$ cat src/rtl/apb_periph_node_if.sv
// Upstream APB bus bundle for the peripheral node.
// The master modport drives the request and the slave modport drives the response.
interface apb_periph_node_if #(
    parameter int ADDR_W = 32,
    parameter int DATA_W = 32
) ();
    logic [ADDR_W-1:0] paddr;
    logic [DATA_W-1:0] pwdata;
    logic              pwrite;
    logic              psel;
    logic              penable;
    logic [DATA_W-1:0] prdata;
    logic              pready;
    logic              pslverr;

    modport master (
        output paddr, pwdata, pwrite, psel, penable,
        input  prdata, pready, pslverr
    );

    modport slave (
        input  paddr, pwdata, pwrite, psel, penable,
        output prdata, pready, pslverr
    );
endinterface

$ cat src/rtl/apb_periph_node.sv
// APB 1-to-N peripheral node with a runtime address map and a per-slave enable mask.
// All outputs are registered: every output register is loaded from the next-state
// decision, so each output lines up with the FSM state that it belongs to.
// Unmapped addresses and slaves that stall past the wait limit produce an error
// response, and a saturating counter records each such error.
module apb_periph_node #(
    parameter int NB_SLAVE       = 9,
    parameter int APB_ADDR_WIDTH = 32,
    parameter int APB_DATA_WIDTH = 32,
    parameter int TIMEOUT_CYCLES = 255,
    parameter int ERR_CNT_WIDTH  = 8
) (
    input  logic                                         clk_i,
    input  logic                                         rst_ni,
    input  logic [NB_SLAVE-1:0][APB_ADDR_WIDTH-1:0]      start_addr_i,
    input  logic [NB_SLAVE-1:0][APB_ADDR_WIDTH-1:0]      end_addr_i,
    input  logic [NB_SLAVE-1:0]                          slave_en_i,
    apb_periph_node_if.slave                             up,
    output logic [APB_ADDR_WIDTH-1:0]                    m_paddr_o,
    output logic [APB_DATA_WIDTH-1:0]                    m_pwdata_o,
    output logic                                         m_pwrite_o,
    output logic [NB_SLAVE-1:0]                          m_psel_o,
    output logic                                         m_penable_o,
    input  logic [NB_SLAVE-1:0][APB_DATA_WIDTH-1:0]      m_prdata_i,
    input  logic [NB_SLAVE-1:0]                          m_pready_i,
    input  logic [NB_SLAVE-1:0]                          m_pslverr_i,
    output logic                                         err_o,
    output logic                                         timeout_o,
    output logic [APB_ADDR_WIDTH-1:0]                    err_addr_o,
    output logic [ERR_CNT_WIDTH-1:0]                     err_cnt_o,
    input  logic                                         err_clr_i
);

    localparam int IDX_W = (NB_SLAVE > 1) ? $clog2(NB_SLAVE) : 1;
    localparam int TO_W  = (TIMEOUT_CYCLES > 1) ? $clog2(TIMEOUT_CYCLES) : 1;
    localparam bit TO_EN = (TIMEOUT_CYCLES != 0);
    localparam logic [TO_W-1:0] TO_MAX = TO_W'((TIMEOUT_CYCLES > 0) ? (TIMEOUT_CYCLES - 1) : 0);

    typedef enum logic [1:0] {
        IDLE   = 2'd0,
        SETUP  = 2'd1,
        ACCESS = 2'd2,
        RESP   = 2'd3
    } state_t;

    state_t                       state_r, state_s;
    logic [IDX_W-1:0]             idx_r, idx_s;
    logic [TO_W-1:0]              wait_cnt_r, wait_cnt_s;
    logic [APB_ADDR_WIDTH-1:0]    paddr_r;
    logic [APB_DATA_WIDTH-1:0]    pwdata_r;
    logic                         pwrite_r;
    logic [NB_SLAVE-1:0]          m_psel_r;
    logic                         m_penable_r;
    logic [APB_DATA_WIDTH-1:0]    prdata_r;
    logic                         pready_r;
    logic                         pslverr_r;
    logic                         err_r;
    logic                         timeout_r;
    logic [APB_ADDR_WIDTH-1:0]    err_addr_r;
    logic [ERR_CNT_WIDTH-1:0]     err_cnt_r;

    logic                         hit_s;
    logic [IDX_W-1:0]             hit_idx_s;
    logic                         cap_s;
    logic                         dec_err_s;
    logic                         to_err_s;
    logic                         resp_err_s;
    logic [APB_DATA_WIDTH-1:0]    resp_data_s;
    logic [APB_ADDR_WIDTH-1:0]    err_addr_s;

    // One-hot select vector for a stored slave index.
    function automatic logic [NB_SLAVE-1:0] onehot(input logic [IDX_W-1:0] idx);
        logic [NB_SLAVE-1:0] v;
        v = {NB_SLAVE{1'b0}};
        v[idx] = 1'b1;
        return v;
    endfunction

    // The address decoder scans from the highest index down, so when ranges overlap the lowest enabled index wins.
    always_comb begin
        hit_s     = 1'b0;
        hit_idx_s = {IDX_W{1'b0}};
        for (int i = NB_SLAVE - 1; i >= 0; i--) begin
            if (slave_en_i[i] && (up.paddr >= start_addr_i[i]) && (up.paddr <= end_addr_i[i])) begin
                hit_s     = 1'b1;
                hit_idx_s = IDX_W'(i);
            end else begin
                hit_idx_s = hit_idx_s;
            end
        end
    end

    // FSM state register, with the stored slave index and the wait counter.
    always_ff @(posedge clk_i) begin
        if (!rst_ni) begin
            state_r    <= IDLE;
            idx_r      <= {IDX_W{1'b0}};
            wait_cnt_r <= {TO_W{1'b0}};
        end else begin
            state_r    <= state_s;
            idx_r      <= idx_s;
            wait_cnt_r <= wait_cnt_s;
        end
    end

    // Next-state logic, plus the response and error values to load when RESP is entered.
    always_comb begin
        state_s     = state_r;
        idx_s       = idx_r;
        wait_cnt_s  = wait_cnt_r;
        cap_s       = 1'b0;
        dec_err_s   = 1'b0;
        to_err_s    = 1'b0;
        resp_err_s  = 1'b0;
        resp_data_s = {APB_DATA_WIDTH{1'b0}};
        err_addr_s  = paddr_r;
        case (state_r)
            IDLE: begin
                if (up.psel && !up.penable) begin
                    cap_s = 1'b1;
                    if (hit_s) begin
                        state_s = SETUP;
                        idx_s   = hit_idx_s;
                    end else begin
                        state_s    = RESP;
                        dec_err_s  = 1'b1;
                        resp_err_s = 1'b1;
                        err_addr_s = up.paddr;
                    end
                end else begin
                    state_s = IDLE;
                end
            end
            SETUP: begin
                state_s    = ACCESS;
                wait_cnt_s = {TO_W{1'b0}};
            end
            ACCESS: begin
                // If pready and the wait limit occur in the same cycle, pready is checked first and wins.
                if (m_pready_i[idx_r]) begin
                    state_s     = RESP;
                    resp_data_s = m_prdata_i[idx_r];
                    resp_err_s  = m_pslverr_i[idx_r];
                end else if (TO_EN && (wait_cnt_r == TO_MAX)) begin
                    state_s    = RESP;
                    to_err_s   = 1'b1;
                    resp_err_s = 1'b1;
                end else begin
                    wait_cnt_s = wait_cnt_r + TO_W'(1'b1);
                end
            end
            RESP: begin
                state_s = IDLE;
            end
            default: begin
                state_s = IDLE;
            end
        endcase
    end

    // Registered upstream response, downstream request and captured sideband.
    always_ff @(posedge clk_i) begin
        if (!rst_ni) begin
            paddr_r     <= {APB_ADDR_WIDTH{1'b0}};
            pwdata_r    <= {APB_DATA_WIDTH{1'b0}};
            pwrite_r    <= 1'b0;
            m_psel_r    <= {NB_SLAVE{1'b0}};
            m_penable_r <= 1'b0;
            prdata_r    <= {APB_DATA_WIDTH{1'b0}};
            pready_r    <= 1'b0;
            pslverr_r   <= 1'b0;
        end else begin
            if (cap_s) begin
                paddr_r  <= up.paddr;
                pwdata_r <= up.pwdata;
                pwrite_r <= up.pwrite;
            end else begin
                paddr_r  <= paddr_r;
                pwdata_r <= pwdata_r;
                pwrite_r <= pwrite_r;
            end
            if ((state_s == SETUP) || (state_s == ACCESS)) begin
                m_psel_r <= onehot(idx_s);
            end else begin
                m_psel_r <= {NB_SLAVE{1'b0}};
            end
            m_penable_r <= (state_s == ACCESS);
            pready_r    <= (state_s == RESP);
            pslverr_r   <= resp_err_s;
            prdata_r    <= resp_data_s;
        end
    end

    // Error pulses and bookkeeping. A clear overrides an error that arrives in the same cycle.
    always_ff @(posedge clk_i) begin
        if (!rst_ni) begin
            err_r      <= 1'b0;
            timeout_r  <= 1'b0;
            err_addr_r <= {APB_ADDR_WIDTH{1'b0}};
            err_cnt_r  <= {ERR_CNT_WIDTH{1'b0}};
        end else begin
            err_r     <= dec_err_s | to_err_s;
            timeout_r <= to_err_s;
            if (err_clr_i) begin
                err_addr_r <= {APB_ADDR_WIDTH{1'b0}};
                err_cnt_r  <= {ERR_CNT_WIDTH{1'b0}};
            end else if (dec_err_s || to_err_s) begin
                err_addr_r <= err_addr_s;
                if (err_cnt_r != {ERR_CNT_WIDTH{1'b1}}) begin
                    err_cnt_r <= err_cnt_r + ERR_CNT_WIDTH'(1'b1);
                end else begin
                    err_cnt_r <= err_cnt_r;
                end
            end else begin
                err_addr_r <= err_addr_r;
                err_cnt_r  <= err_cnt_r;
            end
        end
    end

    assign up.prdata   = prdata_r;
    assign up.pready   = pready_r;
    assign up.pslverr  = pslverr_r;
    assign m_paddr_o   = paddr_r;
    assign m_pwdata_o  = pwdata_r;
    assign m_pwrite_o  = pwrite_r;
    assign m_psel_o    = m_psel_r;
    assign m_penable_o = m_penable_r;
    assign err_o       = err_r;
    assign timeout_o   = timeout_r;
    assign err_addr_o  = err_addr_r;
    assign err_cnt_o   = err_cnt_r;

endmodule

$ cat src/flat_wrapper.sv
// flat-port wrapper written by rule: the top's interface ports become plain ports
module apb_periph_node_flat 
#(
    parameter int NB_SLAVE       = 9,
    parameter int APB_ADDR_WIDTH = 32,
    parameter int APB_DATA_WIDTH = 32,
    parameter int TIMEOUT_CYCLES = 255,
    parameter int ERR_CNT_WIDTH  = 8
)
  (clk_i, rst_ni, start_addr_i, end_addr_i, slave_en_i, m_paddr_o, m_pwdata_o, m_pwrite_o, m_psel_o, m_penable_o, m_prdata_i, m_pready_i, m_pslverr_i, err_o, timeout_o, err_addr_o, err_cnt_o, err_clr_i, up_paddr, up_pwdata, up_pwrite, up_psel, up_penable, up_prdata, up_pready, up_pslverr);
  apb_periph_node_if #(.ADDR_W(32), .DATA_W(32)) up_i ();
  input  logic clk_i;
  input  logic rst_ni;
  input  logic [NB_SLAVE-1:0][APB_ADDR_WIDTH-1:0] start_addr_i;
  input  logic [NB_SLAVE-1:0][APB_ADDR_WIDTH-1:0] end_addr_i;
  input  logic [NB_SLAVE-1:0] slave_en_i;
  output logic [APB_ADDR_WIDTH-1:0] m_paddr_o;
  output logic [APB_DATA_WIDTH-1:0] m_pwdata_o;
  output logic m_pwrite_o;
  output logic [NB_SLAVE-1:0] m_psel_o;
  output logic m_penable_o;
  input  logic [NB_SLAVE-1:0][APB_DATA_WIDTH-1:0] m_prdata_i;
  input  logic [NB_SLAVE-1:0] m_pready_i;
  input  logic [NB_SLAVE-1:0] m_pslverr_i;
  output logic err_o;
  output logic timeout_o;
  output logic [APB_ADDR_WIDTH-1:0] err_addr_o;
  output logic [ERR_CNT_WIDTH-1:0] err_cnt_o;
  input  logic err_clr_i;
  input wire logic [$bits(up_i.paddr)-1:0] up_paddr;
  input wire logic [$bits(up_i.pwdata)-1:0] up_pwdata;
  input wire logic [$bits(up_i.pwrite)-1:0] up_pwrite;
  input wire logic [$bits(up_i.psel)-1:0] up_psel;
  input wire logic [$bits(up_i.penable)-1:0] up_penable;
  output wire logic [$bits(up_i.prdata)-1:0] up_prdata;
  output wire logic [$bits(up_i.pready)-1:0] up_pready;
  output wire logic [$bits(up_i.pslverr)-1:0] up_pslverr;
  assign up_i.paddr = up_paddr;
  assign up_i.pwdata = up_pwdata;
  assign up_i.pwrite = up_pwrite;
  assign up_i.psel = up_psel;
  assign up_i.penable = up_penable;
  assign up_prdata = up_i.prdata;
  assign up_pready = up_i.pready;
  assign up_pslverr = up_i.pslverr;
  apb_periph_node #(.NB_SLAVE(NB_SLAVE), .APB_ADDR_WIDTH(APB_ADDR_WIDTH), .APB_DATA_WIDTH(APB_DATA_WIDTH), .TIMEOUT_CYCLES(TIMEOUT_CYCLES), .ERR_CNT_WIDTH(ERR_CNT_WIDTH)) u_core (.clk_i(clk_i), .rst_ni(rst_ni), .start_addr_i(start_addr_i), .end_addr_i(end_addr_i), .slave_en_i(slave_en_i), .up(up_i), .m_paddr_o(m_paddr_o), .m_pwdata_o(m_pwdata_o), .m_pwrite_o(m_pwrite_o), .m_psel_o(m_psel_o), .m_penable_o(m_penable_o), .m_prdata_i(m_prdata_i), .m_pready_i(m_pready_i), .m_pslverr_i(m_pslverr_i), .err_o(err_o), .timeout_o(timeout_o), .err_addr_o(err_addr_o), .err_cnt_o(err_cnt_o), .err_clr_i(err_clr_i));
endmodule
$ cat config.mk
export PLATFORM = sky130hd
export DESIGN_NAME = apb_periph_node_flat
export DESIGN_NICKNAME = d
export VERILOG_FILES = /design/src/rtl/apb_periph_node_if.sv /design/src/rtl/apb_periph_node.sv /design/src/flat_wrapper.sv
export SDC_FILE = /design/constraint.sdc
export NUM_CORES = 1
export LEC_CHECK = 0
export BUFFER_PORTS_ARGS = -buffer_cell sky130_fd_sc_hd__buf_2
export CORE_AREA = 4 4 426 428
export DETAILED_ROUTE_END_ITERATION = 6
export DIE_AREA = 0 0 430 432
export PLACE_DENSITY = 0.41
export SLEW_MARGIN = 40
export SYNTH_ARGS = -nofsm -noshare
export SYNTH_HDL_FRONTEND = slang
export SYNTH_SLANG_ARGS = --single-unit
$ cat constraint.sdc
create_clock -name clk_i -period 9.3 [get_ports clk_i]
set_input_delay 0.93 -clock clk_i [delete_from_list [all_inputs] [get_ports clk_i]]
set_output_delay 0.93 -clock clk_i [all_outputs]
set_load 0.05 [all_outputs]
* Word level (Yosys, flattened, before mapping)
Cells that the tools add are included.
Word-level totals: register bits 165, input bits 961, output and inout bits 151, logic and storage cells 130
Cells by class: add/sub/neg operators 2, magnitude comparators 21, equality and inequality tests 10, mux-type cells 50, bitwise operators 2, reductions and logical operators 30
Operator list (number):
- >= comparator 32 bit | 9
- <= comparator 32 bit | 9
- binary-select mux 32 bit (select 4 bit) | 1
- two-way mux 32 bit | 4
- two-way mux 4 bit | 12
- two-way mux 1 bit | 21
- logical AND 1 bit | 20
- adder 8 x 1 -> 8 bit (second input constant) | 2
- two-way mux 8 bit | 2
- one-hot mux 8 bit (2 select lines) | 1
- < comparator 4 x 5 -> 1 bit (second input constant) | 2
- binary-select mux 1 bit (select 4 bit) | 2
- equality test 2 bit (second input constant) | 4
- equality test 8 bit (second input constant) | 1
- two-way mux 2 bit | 4
- inequality test 8 bit (second input constant) | 1
- one-hot mux 2 bit (4 select lines) | 1
- AND reduction 3 bit | 2
- demux 1 bit (select 4 bit) | 1
- equality test 2 x 1 -> 1 bit (second input constant) | 2
- >= comparator 4 x 1 -> 1 bit (second input constant) | 1
- inequality test 2 bit (second input constant) | 2
- AND reduction 2 bit | 2
- zero test 2 bit | 1
- 7 further kinds | 8

* Longest topological paths before layout
word-level depth 19, mapped depth 15

* Least setup slack after synthesis
OpenSTA, ideal clock, no wires.
path type input port to flip-flop, start in up_paddr[0], end reg u_core.m_psel_r[8], in the netlist u_core.m_psel_o[8], arrival time 4.201 ns, data required time 9.212 ns, path slack 5.011 ns, stages on the path 15, cells stage by stage inv_1 -> ha_1 -> nand2b_1 -> a2111oi_0 -> or4_1 -> a31oi_1 -> a211o_1 -> a2bb2o_2 -> nor3b_4 -> nand2_1 -> o22ai_1 -> ha_1 -> nor2_1 -> o211ai_1 -> nor4b_2
On the way: elaborated cells on any way between the ends 69
RTL lines:
- from (decl) | line flat_wrapper.sv:30 | input wire logic [$bits(up_i.paddr)-1:0] up_paddr;
- >= comparator 32 bit | line apb_periph_node.sv:84 | if (slave_en_i[i] && (up.paddr >= start_addr_i[i]) && (up.paddr <= end_addr_i[i])) begin
- logical AND 1 bit (2 in series) | line apb_periph_node.sv:84
- two-way mux 1 bit (8 in series) | line apb_periph_node.sv:84
- two-way mux 1 bit * | line apb_periph_node.sv:84
- two-way mux 2 bit * | line apb_periph_node.sv:121 | if (hit_s) begin
- two-way mux 2 bit * | line apb_periph_node.sv:119 | if (up.psel && !up.penable) begin
- one-hot mux 2 bit (4 select lines) * | line apb_periph_node.sv:117 | case (state_r)
- via u_core.state_s[1] | line apb_periph_node.sv:46 | state_t state_r, state_s;
- equality test 2 x 1 -> 1 bit or equality test 2 bit (tied branches) | line apb_periph_node.sv:182 | if ((state_s == SETUP) || (state_s == ACCESS)) begin
- logical OR 1 bit * | line apb_periph_node.sv:182
- AND reduction 2 bit (no line) *
- to (signal assigned) | line apb_periph_node.sv:167 | m_psel_r <= {NB_SLAVE{1'b0}};
- to (signal assigned) | line apb_periph_node.sv:183 | m_psel_r <= onehot(idx_s);
- to (signal assigned) | line apb_periph_node.sv:185 | m_psel_r <= {NB_SLAVE{1'b0}};
- to (decl) | line apb_periph_node.sv:52 | logic [NB_SLAVE-1:0] m_psel_r;
The timed path passes the listed nets; every way through them passes the cells marked *. A chain may end at the register's enable or synchronous reset.

* Worst setup path in the final report
start in up_paddr[27], end reg u_core.m_psel_r[8], in the netlist u_core.m_psel_o[8]
The elaborated chain is that of the path after synthesis.

==> results.toml <==
[place]
place_congestion = 0.920
port_buffers = 1111
dp.final_hpwl_um = 149000
dpl_worst_slack_ns = 3.38

[synth]
async_flop_share_pct = 0
synth-seq-cells = 165
synth_edf_count = 0
ys_warn_count = 0
netlist_instances = 2974
ys_seq_area_share_pct = 14.6
synth_cell_type_count = 77
syn_area_um2 = 22700
syn_area_per_cell_um2 = 7.63
synth_nets = 4519
synthFlopType = "dfxtp_1"

[drt]
ant_nets = 0
routedWlPerCell_um = 26.7
first_pass_iters = 5
routed_wl_um = 173000
via_per_inst = 4.18
num_vias = 27100
first_iter_violations = 2152
drt_drc_violations_left = 0

[cts]
cts_tree = "done"
h-tree-depth = 4
cts_setup_buffers = 0
cts_buffer_depth = 2
cts_inserted_buffers = 17
cts.sinks = 165
cts-root-buf = "clkbuf_16"
path_clk_slew_ns = 0.08
hold_buffers = 0
clk_latency_ns = 0.47
cts_resized = 0

[critical_path]
arrival_ns = 5.70
worst_setup_path_end_kind = "flop"
start_kind = "input pin"
worstPathMaxFanout = 12
crit_type = "in2reg"
reg2reg_depth = 12
crit_required_ns = 9.69

[sta]
setup_viol = 0
finalMaxSlewViolations = 0
fmax_ghz = 0.188
finalHoldViolCount = 0
tightestPinTransition_ns = 0.958
holdWs_ns = 0.456
min_period_ns = 5.32
finalWorstSetupSlack_ns = 3.98
rsz0062_at_grt = "false"
slew_headroom_pct = 36.1
tns_ns = 0
skew_ns = 0.0138
post-route-period-util_pct = 57.2

[global_routing]
grt_util_all_layers_pct = 17.7
grt_pass1_wl_um = 225000
grt_pass1_vias = 26900
grt_start_max_net_pins = 64
grt-ovfl-total = 0
grt_antenna_before_repair = 103

[floorplanning]
core_area_um2 = 178000
chipHeight_um = 432
io_pins = 1112
die_x_um = 430
placement_rows = 155
die_area_um2 = 186000
initial_utilization_pct = 12.8

[pwr]
p_leak_uw = 0.0170
power_uw = 2920
worst_ir_drop_vdd_uv = 140
p_per_area_nw_per_um2 = 90.9

[flow_run]
maxCapViolations = 0

[cells_and_area]
fill_cells = 20400
nets = 5622
syn_to_final_growth_pct = 41.6
drive_gt1_share_pct = 31.8

[hold_path]
hold_path.class = "reg2reg"
hold_depth = 2

[outcome]
status = "completed"
-- final timing paths --
| path | startpoint | to | slack, ns |
|---|---|---|---|
| min | u_core.m_pwdata_o[18]$_SDFFE_PN0P_ | u_core.m_pwdata_o[18]$_SDFFE_PN0P_ | 0.46 |
| max | up_paddr[27] | u_core.m_psel_o[8]$_SDFF_PN0_ | 3.98 |
| min reg2reg | u_core.m_pwdata_o[18]$_SDFFE_PN0P_ | u_core.m_pwdata_o[18]$_SDFFE_PN0P_ | 0.46 |
| max reg2reg | u_core.idx_r[0]$_SDFF_PN0_ | u_core.err_cnt_o[5]$_SDFFE_PP0P_ | 5.43 |
-- metal layers --
| metal | vias to the layer above | GRT usage (%) | share of wire [%] |
|---|---|---|---|
| li1 | 12700 | - | - |
| met4 | 24 | 3.29 | 1.8 |
| met2 | 1128 | 28.6 | 46 |
| met5 | - | 0.546 | 0.22 |
| met1 | 13000 | 23.7 | 45 |
| met3 | 212 | 4.61 | 7.3 |
-- registers in the layout, indices dropped and copies added, names as in the netlist, 2 cells and up --
| name | cells |
|---|---|
| u_core.err_addr_o | 32 |
| u_core.m_paddr_o | 32 |
| u_core.m_pwdata_o | 32 |
| u_core.up.prdata | 32 |
| u_core.m_psel_o | 9 |
| u_core.err_cnt_o | 8 |
| u_core.wait_cnt_r | 8 |
| u_core.idx_r | 4 |
| u_core.state_r | 2 |
-- where the power goes --
part / switching [uW] / internal, uW / leakage (uW)
Combinational: 874 / 527 / 0.0153
Sequential: 22.2 / 730 / 0.00134
Clock: 361 / 404 / 0.000292
Total: 1260 / 1660 / 0.0170
-- cell families (layout without fill, tap and decap cells) --
group	Yosys count	count (layout)	share of synthesized area [%]
xor+xnor	5	5	0.193
buf+inv	660	1776	10.9
simple gates	815	815	17.0
fa+ha+maj	584	584	32.2
compound gates	674	674	18.1
other cells	0	32	0
mux	71	71	6.94
flops	165	165	14.6
-- per-stage QoR --
step,cells,instance area (um^2),util [%]
6_report,6477,32100,18.1
5_1_grt,6459,32100,18.0
4_1_cts,6444,32000,18.0
3_5_place_dp,6412,31400,17.7
3_3_place_gp,6407,31300,17.6
2_1_floorplan,2974,22700,-
-- synthesized netlist by cell type (8+ instances only) --
library cell	n	area [um^2]
o211ai_1	27	203
buf_1	13	48.8
or4_1	10	75.1
nand3_1	62	310
nor4_1	11	68.8
a21oi_1	346	1730
a311oi_1	32	280
ha_1	584	7310
or3_1	11	68.8
nand2b_1	13	81.3
a31oi_1	9	56.3
nor3_1	18	90.1
a211oi_1	22	165
dfxtp_1	165	3300
a2111oi_0	8	70.1
nor2b_1	18	113
and4_1	16	140
nor2_1	125	469
and3_1	13	81.3
mux4_2	68	1530
clkbuf_1	60	225
a221oi_1	15	131
nand4_1	88	551
a21o_1	44	330
nand2_1	395	1480
o21ai_0	95	475
inv_1	583	2190
-- final cells by class --
cell class | count | area (um^2) | area share, %
Clock buffer | 18 | 429 | 1.34
Inverter | 584 | 2190 | 6.83
Tap cell | 2355 | 2950 | 9.18
Timing Repair Buffer | 1160 | 5990 | 18.7
Sequential cell | 165 | 3310 | 10.3
Antenna cell | 32 | 80.1 | 0.249
Multi-Input combinational cell | 2149 | 17000 | 52.9
Clock inverter | 14 | 169 | 0.526
-- critical path, cell delays in order --
cell      delay (ns)
buf_2           0.30
buf_4           0.36
ha_1            0.30
nand4_1         0.22
inv_1           0.07
a221oi_1        0.55
o211ai_1        0.33
o211ai_1        0.53
nand2_1         0.29
nor3b_4         0.47
nand2_1         0.13
o22ai_1         0.25
ha_1            0.30
nor2_1          0.12
o211ai_1        0.21
nor4b_2         0.31
-- cells in the final DEF, fill, tap and decap left out, types with 12 or more instances in the layout --
cell type and count:
ha_1 584, inv_1 582, nand3_1 60, a21oi_1 345
nand2_1 394, mux4_2 68, buf_4 48, a221oi_1 15
a211oi_1 21, dfxtp_1 161, diode_2 32, nor2b_1 17
a311oi_1 32, clkbuf_16 17, and4_1 16, nand2b_1 12
o211ai_1 27, and3_1 13, nor3_1 18, nand4_1 88
nor2_1 124, o21ai_0 90, buf_2 1107, a21o_1 44
Note: power is estimated with default switching activity, not from simulation.
